==> src/rtl/kbd_pkg.sv <==
// Shared constants and types for the PS/2 Set-2 scancode decoder.
// Optional macro KBD_ASCII_EN adds the ASCII-carrying FIFO entry type.
package kbd_pkg;

  // Prefix bytes
  localparam logic [7:0] SC_EXT       = 8'hE0;
  localparam logic [7:0] SC_BRK       = 8'hF0;
  localparam logic [7:0] SC_PAUSE     = 8'hE1;

  // Modifier and special key base codes
  localparam logic [7:0] SC_LSHIFT    = 8'h12;
  localparam logic [7:0] SC_RSHIFT    = 8'h59;
  localparam logic [7:0] SC_CTRL      = 8'h14;
  localparam logic [7:0] SC_ALT       = 8'h11;
  localparam logic [7:0] SC_CAPS      = 8'h58;
  localparam logic [7:0] SC_PAUSE_KEY = 8'h77;

  // Keyboard status bytes that never form a key event
  localparam logic [7:0] SC_BAT       = 8'hAA;
  localparam logic [7:0] SC_ACK       = 8'hFA;
  localparam logic [7:0] SC_RESEND    = 8'hFE;
  localparam logic [7:0] SC_ERR_LO    = 8'h00;
  localparam logic [7:0] SC_ERR_HI    = 8'hFF;

  // Bit positions inside the mods vector
  localparam int MOD_SHIFT_L = 0;
  localparam int MOD_SHIFT_R = 1;
  localparam int MOD_CTRL    = 2;
  localparam int MOD_ALT     = 3;
  localparam int MOD_CAPS    = 4;

  typedef enum logic [2:0] {
    ST_IDLE,
    ST_EXT,
    ST_BRK,
    ST_EXT_BRK,
    ST_PAUSE
  } kbd_state_t;

  typedef struct packed {
    logic       pause;
    logic       brk;
    logic       ext;
    logic [7:0] code;
  } kbd_event_t;

`ifdef KBD_ASCII_EN
  typedef struct packed {
    logic [7:0] ascii;
    kbd_event_t ev;
  } kbd_ascii_event_t;
`endif

  function automatic logic is_ignored(input logic [7:0] b);
    return (b == SC_BAT) || (b == SC_ACK) || (b == SC_RESEND) ||
           (b == SC_ERR_LO) || (b == SC_ERR_HI);
  endfunction

endpackage

==> src/rtl/kbd_event_fifo.sv <==
// Small synchronous event FIFO with sticky overflow; head is zero when empty.
module kbd_event_fifo
  import kbd_pkg::*;
#(
  parameter int  DEPTH   = 4,
  parameter type entry_t = kbd_event_t
) (
  input  logic   clock,
  input  logic   reset,
  input  logic   push,
  input  entry_t push_data,
  input  logic   pop,
  output entry_t head,
  output logic   empty,
  output logic   overflow
);

  localparam int AW = $clog2(DEPTH);

  logic [AW:0] wr_ptr;
  logic [AW:0] rd_ptr;
  entry_t      mem [DEPTH];
  logic        full;
  logic        do_pop;
  logic        do_push;

  assign empty   = (wr_ptr == rd_ptr);
  assign full    = (wr_ptr[AW] != rd_ptr[AW]) && (wr_ptr[AW-1:0] == rd_ptr[AW-1:0]);
  assign do_pop  = pop && !empty;
  assign do_push = push && (!full || do_pop);
  assign head    = empty ? '0 : mem[rd_ptr[AW-1:0]];

  // Pointer and sticky overflow update
  always_ff @(posedge clock or posedge reset) begin
    if (reset) begin
      wr_ptr   <= '0;
      rd_ptr   <= '0;
      overflow <= 1'b0;
    end else begin
      if (do_push) wr_ptr <= wr_ptr + 1'b1;
      if (do_pop)  rd_ptr <= rd_ptr + 1'b1;
      if (push && !do_push) overflow <= 1'b1;
    end
  end

  // Storage write
  // NOTE: the array has no reset; entries are only visible once written, and head is masked when empty.
  always_ff @(posedge clock) begin
    if (do_push) mem[wr_ptr[AW-1:0]] <= push_data;
  end

endmodule

==> src/rtl/ps2_scancode_decoder.sv <==
// PS/2 Set-2 byte stream to key-event decoder with modifier tracking and event FIFO.
// Optional macro KBD_ASCII_EN adds the ev_ascii output and its lookup.
module ps2_scancode_decoder
  import kbd_pkg::*;
#(
  parameter int DEPTH     = 4,
  parameter int PAUSE_LEN = 7
) (
  input  logic       clock,
  input  logic       reset,
  input  logic       byte_valid,
  input  logic [7:0] byte_data,
  output logic       ev_valid,
  input  logic       ev_ready,
  output logic [7:0] ev_code,
  output logic       ev_ext,
  output logic       ev_break,
  output logic       ev_pause,
  output logic [4:0] mods,
  output logic       overflow
`ifdef KBD_ASCII_EN
  ,
  output logic [7:0] ev_ascii
`endif
);

  localparam int CW = $clog2(PAUSE_LEN + 1);

  kbd_state_t  state_q, state_d;
  logic [CW-1:0] skip_q, skip_d;
  logic        push_en;
  kbd_event_t  push_ev;
  logic [4:0]  mods_q;
  logic        caps_held_q;
  logic        fifo_empty;
  kbd_event_t  head_ev;

  // State register and Pause skip counter
  always_ff @(posedge clock or posedge reset) begin
    if (reset) begin
      state_q <= ST_IDLE;
      skip_q  <= '0;
    end else begin
      state_q <= state_d;
      skip_q  <= skip_d;
    end
  end

  // Next-state selection on each received byte
  // NOTE: every output of a combinational block gets a default first so no latch is inferred.
  always_comb begin
    state_d = state_q;
    skip_d  = skip_q;
    if (byte_valid) begin
      case (state_q)
        ST_IDLE: begin
          if (byte_data == SC_EXT)        state_d = ST_EXT;
          else if (byte_data == SC_BRK)   state_d = ST_BRK;
          else if (byte_data == SC_PAUSE) begin
            state_d = ST_PAUSE;
            skip_d  = CW'(PAUSE_LEN);
          end
        end
        ST_EXT: begin
          if (byte_data == SC_BRK)        state_d = ST_EXT_BRK;
          else if (byte_data != SC_EXT)   state_d = ST_IDLE;
        end
        ST_BRK, ST_EXT_BRK: state_d = ST_IDLE;
        ST_PAUSE: begin
          skip_d = skip_q - 1'b1;
          if (skip_q == CW'(1)) state_d = ST_IDLE;
        end
        default: state_d = ST_IDLE;
      endcase
    end
  end

  // Push decision and event contents for the current byte
  always_comb begin
    push_en      = 1'b0;
    push_ev      = '0;
    push_ev.code = byte_data;
    if (byte_valid) begin
      case (state_q)
        ST_IDLE: begin
          push_en = (byte_data != SC_EXT) && (byte_data != SC_BRK) &&
                    (byte_data != SC_PAUSE) && !is_ignored(byte_data);
        end
        ST_EXT: begin
          push_en     = (byte_data != SC_EXT) && (byte_data != SC_BRK);
          push_ev.ext = 1'b1;
        end
        ST_BRK: begin
          push_en     = (byte_data != SC_EXT) && (byte_data != SC_BRK);
          push_ev.brk = 1'b1;
        end
        ST_EXT_BRK: begin
          push_en     = (byte_data != SC_EXT) && (byte_data != SC_BRK);
          push_ev.ext = 1'b1;
          push_ev.brk = 1'b1;
        end
        ST_PAUSE: begin
          if (skip_q == CW'(1)) begin
            push_en       = 1'b1;
            push_ev.code  = SC_PAUSE_KEY;
            push_ev.pause = 1'b1;
          end
        end
        default: push_en = 1'b0;
      endcase
    end
  end

  // Modifier state follows every decoded event, whether or not the FIFO keeps it
  always_ff @(posedge clock or posedge reset) begin
    if (reset) begin
      mods_q      <= '0;
      caps_held_q <= 1'b0;
    end else if (push_en && !push_ev.pause) begin
      if (push_ev.code == SC_LSHIFT && !push_ev.ext) mods_q[MOD_SHIFT_L] <= !push_ev.brk;
      if (push_ev.code == SC_RSHIFT) mods_q[MOD_SHIFT_R] <= !push_ev.brk;
      if (push_ev.code == SC_CTRL)   mods_q[MOD_CTRL]    <= !push_ev.brk;
      if (push_ev.code == SC_ALT)    mods_q[MOD_ALT]     <= !push_ev.brk;
      if (push_ev.code == SC_CAPS) begin
        if (!push_ev.brk) begin
          if (!caps_held_q) mods_q[MOD_CAPS] <= !mods_q[MOD_CAPS];
          caps_held_q <= 1'b1;
        end else begin
          caps_held_q <= 1'b0;
        end
      end
    end
  end

`ifdef KBD_ASCII_EN
  kbd_ascii_event_t push_entry, head_entry;
  logic [7:0]       ascii_d;
  logic             is_letter;

  // ASCII lookup of the event being pushed; case uses modifier state before this byte
  always_comb begin
    ascii_d   = 8'h00;
    is_letter = 1'b0;
    if (!push_ev.ext && !push_ev.pause) begin
      is_letter = 1'b1;
      case (push_ev.code)
        8'h1C: ascii_d = 8'h61;  8'h32: ascii_d = 8'h62;  8'h21: ascii_d = 8'h63;
        8'h23: ascii_d = 8'h64;  8'h24: ascii_d = 8'h65;  8'h2B: ascii_d = 8'h66;
        8'h34: ascii_d = 8'h67;  8'h33: ascii_d = 8'h68;  8'h43: ascii_d = 8'h69;
        8'h3B: ascii_d = 8'h6A;  8'h42: ascii_d = 8'h6B;  8'h4B: ascii_d = 8'h6C;
        8'h3A: ascii_d = 8'h6D;  8'h31: ascii_d = 8'h6E;  8'h44: ascii_d = 8'h6F;
        8'h4D: ascii_d = 8'h70;  8'h15: ascii_d = 8'h71;  8'h2D: ascii_d = 8'h72;
        8'h1B: ascii_d = 8'h73;  8'h2C: ascii_d = 8'h74;  8'h3C: ascii_d = 8'h75;
        8'h2A: ascii_d = 8'h76;  8'h1D: ascii_d = 8'h77;  8'h22: ascii_d = 8'h78;
        8'h35: ascii_d = 8'h79;  8'h1A: ascii_d = 8'h7A;
        default: begin
          is_letter = 1'b0;
          case (push_ev.code)
            8'h45: ascii_d = 8'h30;  8'h16: ascii_d = 8'h31;  8'h1E: ascii_d = 8'h32;
            8'h26: ascii_d = 8'h33;  8'h25: ascii_d = 8'h34;  8'h2E: ascii_d = 8'h35;
            8'h36: ascii_d = 8'h36;  8'h3D: ascii_d = 8'h37;  8'h3E: ascii_d = 8'h38;
            8'h46: ascii_d = 8'h39;  8'h29: ascii_d = 8'h20;  8'h5A: ascii_d = 8'h0D;
            8'h66: ascii_d = 8'h08;
            default: ascii_d = 8'h00;
          endcase
        end
      endcase
      if (is_letter && ((mods_q[MOD_SHIFT_L] | mods_q[MOD_SHIFT_R]) ^ mods_q[MOD_CAPS]))
        ascii_d = ascii_d - 8'h20;
    end
  end

  assign push_entry = '{ascii: ascii_d, ev: push_ev};
  assign head_ev    = head_entry.ev;
  assign ev_ascii   = head_entry.ascii;

  kbd_event_fifo #(.DEPTH(DEPTH), .entry_t(kbd_ascii_event_t)) u_fifo (
    .clock     (clock),
    .reset     (reset),
    .push      (push_en),
    .push_data (push_entry),
    .pop       (ev_ready),
    .head      (head_entry),
    .empty     (fifo_empty),
    .overflow  (overflow)
  );
`else
  kbd_event_fifo #(.DEPTH(DEPTH), .entry_t(kbd_event_t)) u_fifo (
    .clock     (clock),
    .reset     (reset),
    .push      (push_en),
    .push_data (push_ev),
    .pop       (ev_ready),
    .head      (head_ev),
    .empty     (fifo_empty),
    .overflow  (overflow)
  );
`endif

  assign ev_valid = !fifo_empty;
  assign ev_code  = head_ev.code;
  assign ev_ext   = head_ev.ext;
  assign ev_break = head_ev.brk;
  assign ev_pause = head_ev.pause;
  assign mods     = mods_q;

endmodule

==> config.mk <==
export PLATFORM = sky130hd
export DESIGN_NAME = ps2_scancode_decoder
export DESIGN_NICKNAME = d
export VERILOG_FILES = /design/src/rtl/kbd_pkg.sv /design/src/rtl/kbd_event_fifo.sv /design/src/rtl/ps2_scancode_decoder.sv
export SDC_FILE = /design/constraint.sdc
export NUM_CORES = 1
export LEC_CHECK = 0
export ABC_AREA = 1
export CORE_MARGIN = 2
export CORE_UTILIZATION = 47
export CTS_CLUSTER_DIAMETER = 30
export DETAILED_ROUTE_END_ITERATION = 10
export HOLD_SLACK_MARGIN = 0.03
export PLACE_DENSITY = 0.71
export SLEW_MARGIN = 20
export SYNTH_ARGS = -nofsm -noshare
export SYNTH_HDL_FRONTEND = slang
export SYNTH_HIERARCHICAL = 1
export SYNTH_SLANG_ARGS = --single-unit
==> constraint.sdc <==
create_clock -name clock -period 3.85 [get_ports clock]
set_clock_uncertainty 0.1 [all_clocks]
set_input_delay 0.385 -clock clock [delete_from_list [all_inputs] [get_ports clock]]
set_output_delay 0.385 -clock clock [all_outputs]
set_load 0.03 [all_outputs]
==> flow_summary.ini <==
[layout]
fill_cells = 581
diodes = 0
fin_cells = 468
syn_to_final_growth_pct = 17.39
layout.nets = 402
drive_gt1_share_pct = 14.95
post-route-util_pct = 56.12

[sta]
worst_slew_pin_slew_ps = 719.1
clock.fmax_mhz = 328.8
min_period_ps = 3042
rsz0062_at_grt = false
relSlewSlack_pct = 51.88
fin_crit_sh_pct = 79.00
hold_viol_final = 0
setup_viol = 0
slew_viol_final = 0
setup_tns_ps = 0

[yosys]
yosysWarnings = 6
ys_ff_latch = 63
synth_cells = 346
syn_area_mm2 = 0.003194
avgSynthCellArea_um2 = 9.232
yosysSeqAreaShare_pct = 56.25
synth_cell_types = 29
synth_fp_nets = 365

[worst_setup_path]
slowest_delay_ps = 620
cp_max_fo = 16
critPathCaptureType = primary output
critPathLaunchType = register
crit_type = reg -> out
cp_common_cell = nand2_1
critPathArrivalTime_ps = 2560
regToRegSetupSlack_ps = 1490
path_cells = inv_1, nand2_1, nand2_1, nor2_2, nand2_2, nand2_1, inv_1, clkdlybuf4s50_1
cpMaxStageDelayCell = dfrtp_1
cp.required_ps = 3370

[placed_design]
dp_cells = 452
gp_congestion = 0.9427
dp_hpwl_mm = 4.523
portBuffers = 29

[grt]
grt_max_degree = 27
busiest_layer = met2
grt_pass1_wl_mm = 10.47
use_met2_pct = 27.34
use_met3_pct = 5.238
grt_pass1_vias = 2233
grt_usage_pct = 18.58
grt.met1_usage_pct = 25.39
grt_antenna_before_repair = 0
grt.overflow.total = 0

[job]
cap_violations = 0

[routing]
wire_per_inst_um = 13.31
drtAntennaViolNets = 0
first_pass_iters = 4
drt_wl_total_mm = 6.229
via_count = 2357
drt_iter0_drc = 243
routed_via_density = 5.036
drcViolationCount = 0

[floorplan]
dieArea_mm2 = 0.007472
die_h_um = 86.44
core_mm2 = 0.006681
die_x_um = 86.44
io_pins = 30
start_util_pct = 47.81
row_count = 30

[pwr]
power.leakage_uw = 0.001627
total_power_uw = 2928
peakVddDrop_mv = 0.4850
power_density_mw_per_mm2 = 780.8

[clocking]
cts_inserted_buffers = 9
root_buffer = clkbuf_8
cts.clk_slew.worst_paths_ps = 70
cts_sinks = 63
cts_hold_buf = 0
cts_max_path_buffers = 2
post-cts-setup-buffer-count = 0
post_cts_resized = 0
htree_num_levels = 3
cts_tree = done
worstSkewPairLatency_ps = 340

[run_status]
run_status = finished, final reports clean

[hold_path]
hold_class = in -> async
worst paths after layout:
check | to | start | cells after the start
max in group asynchronous | mods[0]$_DFFE_PP0P_ | reset | 2
worst min register to register | mods[1]$_DFFE_PP0P_ | mods[1]$_DFFE_PP0P_ | 2
worst max-delay path | ev_code[5] | u_fifo/rd_ptr[1]$_DFFE_PP0P_ | 8
worst min-delay path | u_fifo/wr_ptr[0]$_DFFE_PP0P_ | reset | 2
worst max register to register | u_fifo/mem[1][0]$_DFFE_PP_ | state_q[0]$_DFFE_PP0P_ | 10
min in group clock | mods[1]$_DFFE_PP0P_ | mods[1]$_DFFE_PP0P_ | 2
through the flow:
stage / setup slack, ps / area (um^2) / hold WS [ps]
final: 808.5 / 3750 / 204.5
after global placement: 1112 / 3577 / 374.3
after global routing: 605.0 / 3750 / 224.4
after detailed placement: 1025 / 3577 / 385.2
after CTS: 776.4 / 3750 / 195.8
after floorplan: 1399 / 3194 / 88.40
layout by cell type, fill, tap and decap left out, drive strengths merged:
cell type      count
nand3             15
nand4              2
o31ai              1
xor2               2
inv               52
o211ai             1
clkbuf             9
buf                5
clkinv             4
o21ai             35
nand2             85
o21bai             1
clkinvlp           3
a21oi              5
clkdlybuf4s50     29
dfrtp             19
o22ai             12
edfxtp            44
nor2              55
nor3               2
ha                 7
sequential cells by signal, indices dropped and copies added, names as in the netlist:
name	cells
u_fifo/mem	44
mods	5
skip_q	3
state_q	3
u_fifo/rd_ptr	3
u_fifo/wr_ptr	3
caps_held_q	1
u_fifo/overflow	1
area by class of cell:
cell class	count	area, um^2	share of cell area (%)
sequential	63	1797	47.91
clock buffer	9	123.9	3.303
timing repair buffer	34	327.8	8.742
clock inverter	7	48.80	1.301
inverter	52	200.2	5.339
multi-input combinational	223	1152	30.73
tap	80	100.1	2.669
Yosys cell counts:
master,count,area [um^2]
inv_2,4,15.01
o211ai_2,1,12.51
nand2_1,68,255.2
o21ai_2,1,8.760
a21oi_1,5,25.02
o21ai_1,6,30.03
o22ai_1,12,75.07
o21bai_1,1,7.510
nand4_1,2,12.51
nor3_1,1,5.000
edfxtp_1,44,1321
inv_1,47,176.4
clkinv_4,1,8.760
dfrtp_1,19,475.5
nand3_2,3,30.03
buf_1,1,3.750
nand3_1,12,60.06
nor3_2,1,10.01
nand2_2,14,87.58
nor2_1,45,168.9
nor2_2,7,43.79
xor2_1,2,17.52
nand2_4,3,33.78
clkbuf_1,5,18.77
o31ai_1,1,7.510
ha_1,7,87.58
nor2_4,3,33.78
o21ai_0,28,140.1
buf_6,2,22.52
kinds of logic (layout without fill, tap and decap cells):
family / Yosys count / after routing / synth area share, %
fa+ha+maj: 7 / 7 / 2.742
xor+xnor: 2 / 2 / 0.5485
simple gates: 159 / 159 / 23.19
buf+inv: 60 / 102 / 7.677
compound gates: 55 / 55 / 9.596
flops: 63 / 63 / 56.25
metal layers:
metal | vias to the layer above | share of wire (%)
li1 | 1203 | -
met1 | 1076 | 46
met2 | 70 | 46
met3 | 8 | 6.1
met4 | 0 | 1.6
met5 | - | 0
critical path: cells and delay by family (launching register included):
kind	cells	cell delay (ps)
buf+inv	3	900
flops	1	620
simple gates	5	690
power by group:
| part | internal, uW | switching (uW) | leakage, uW |
|---|---|---|---|
| sequential | 904 | 99.3 | 0.000641 |
| combinational | 513 | 915 | 0.000908 |
| clock | 233 | 264 | 0.0000793 |
No activity file was read; power rests on OpenSTA's default activity.
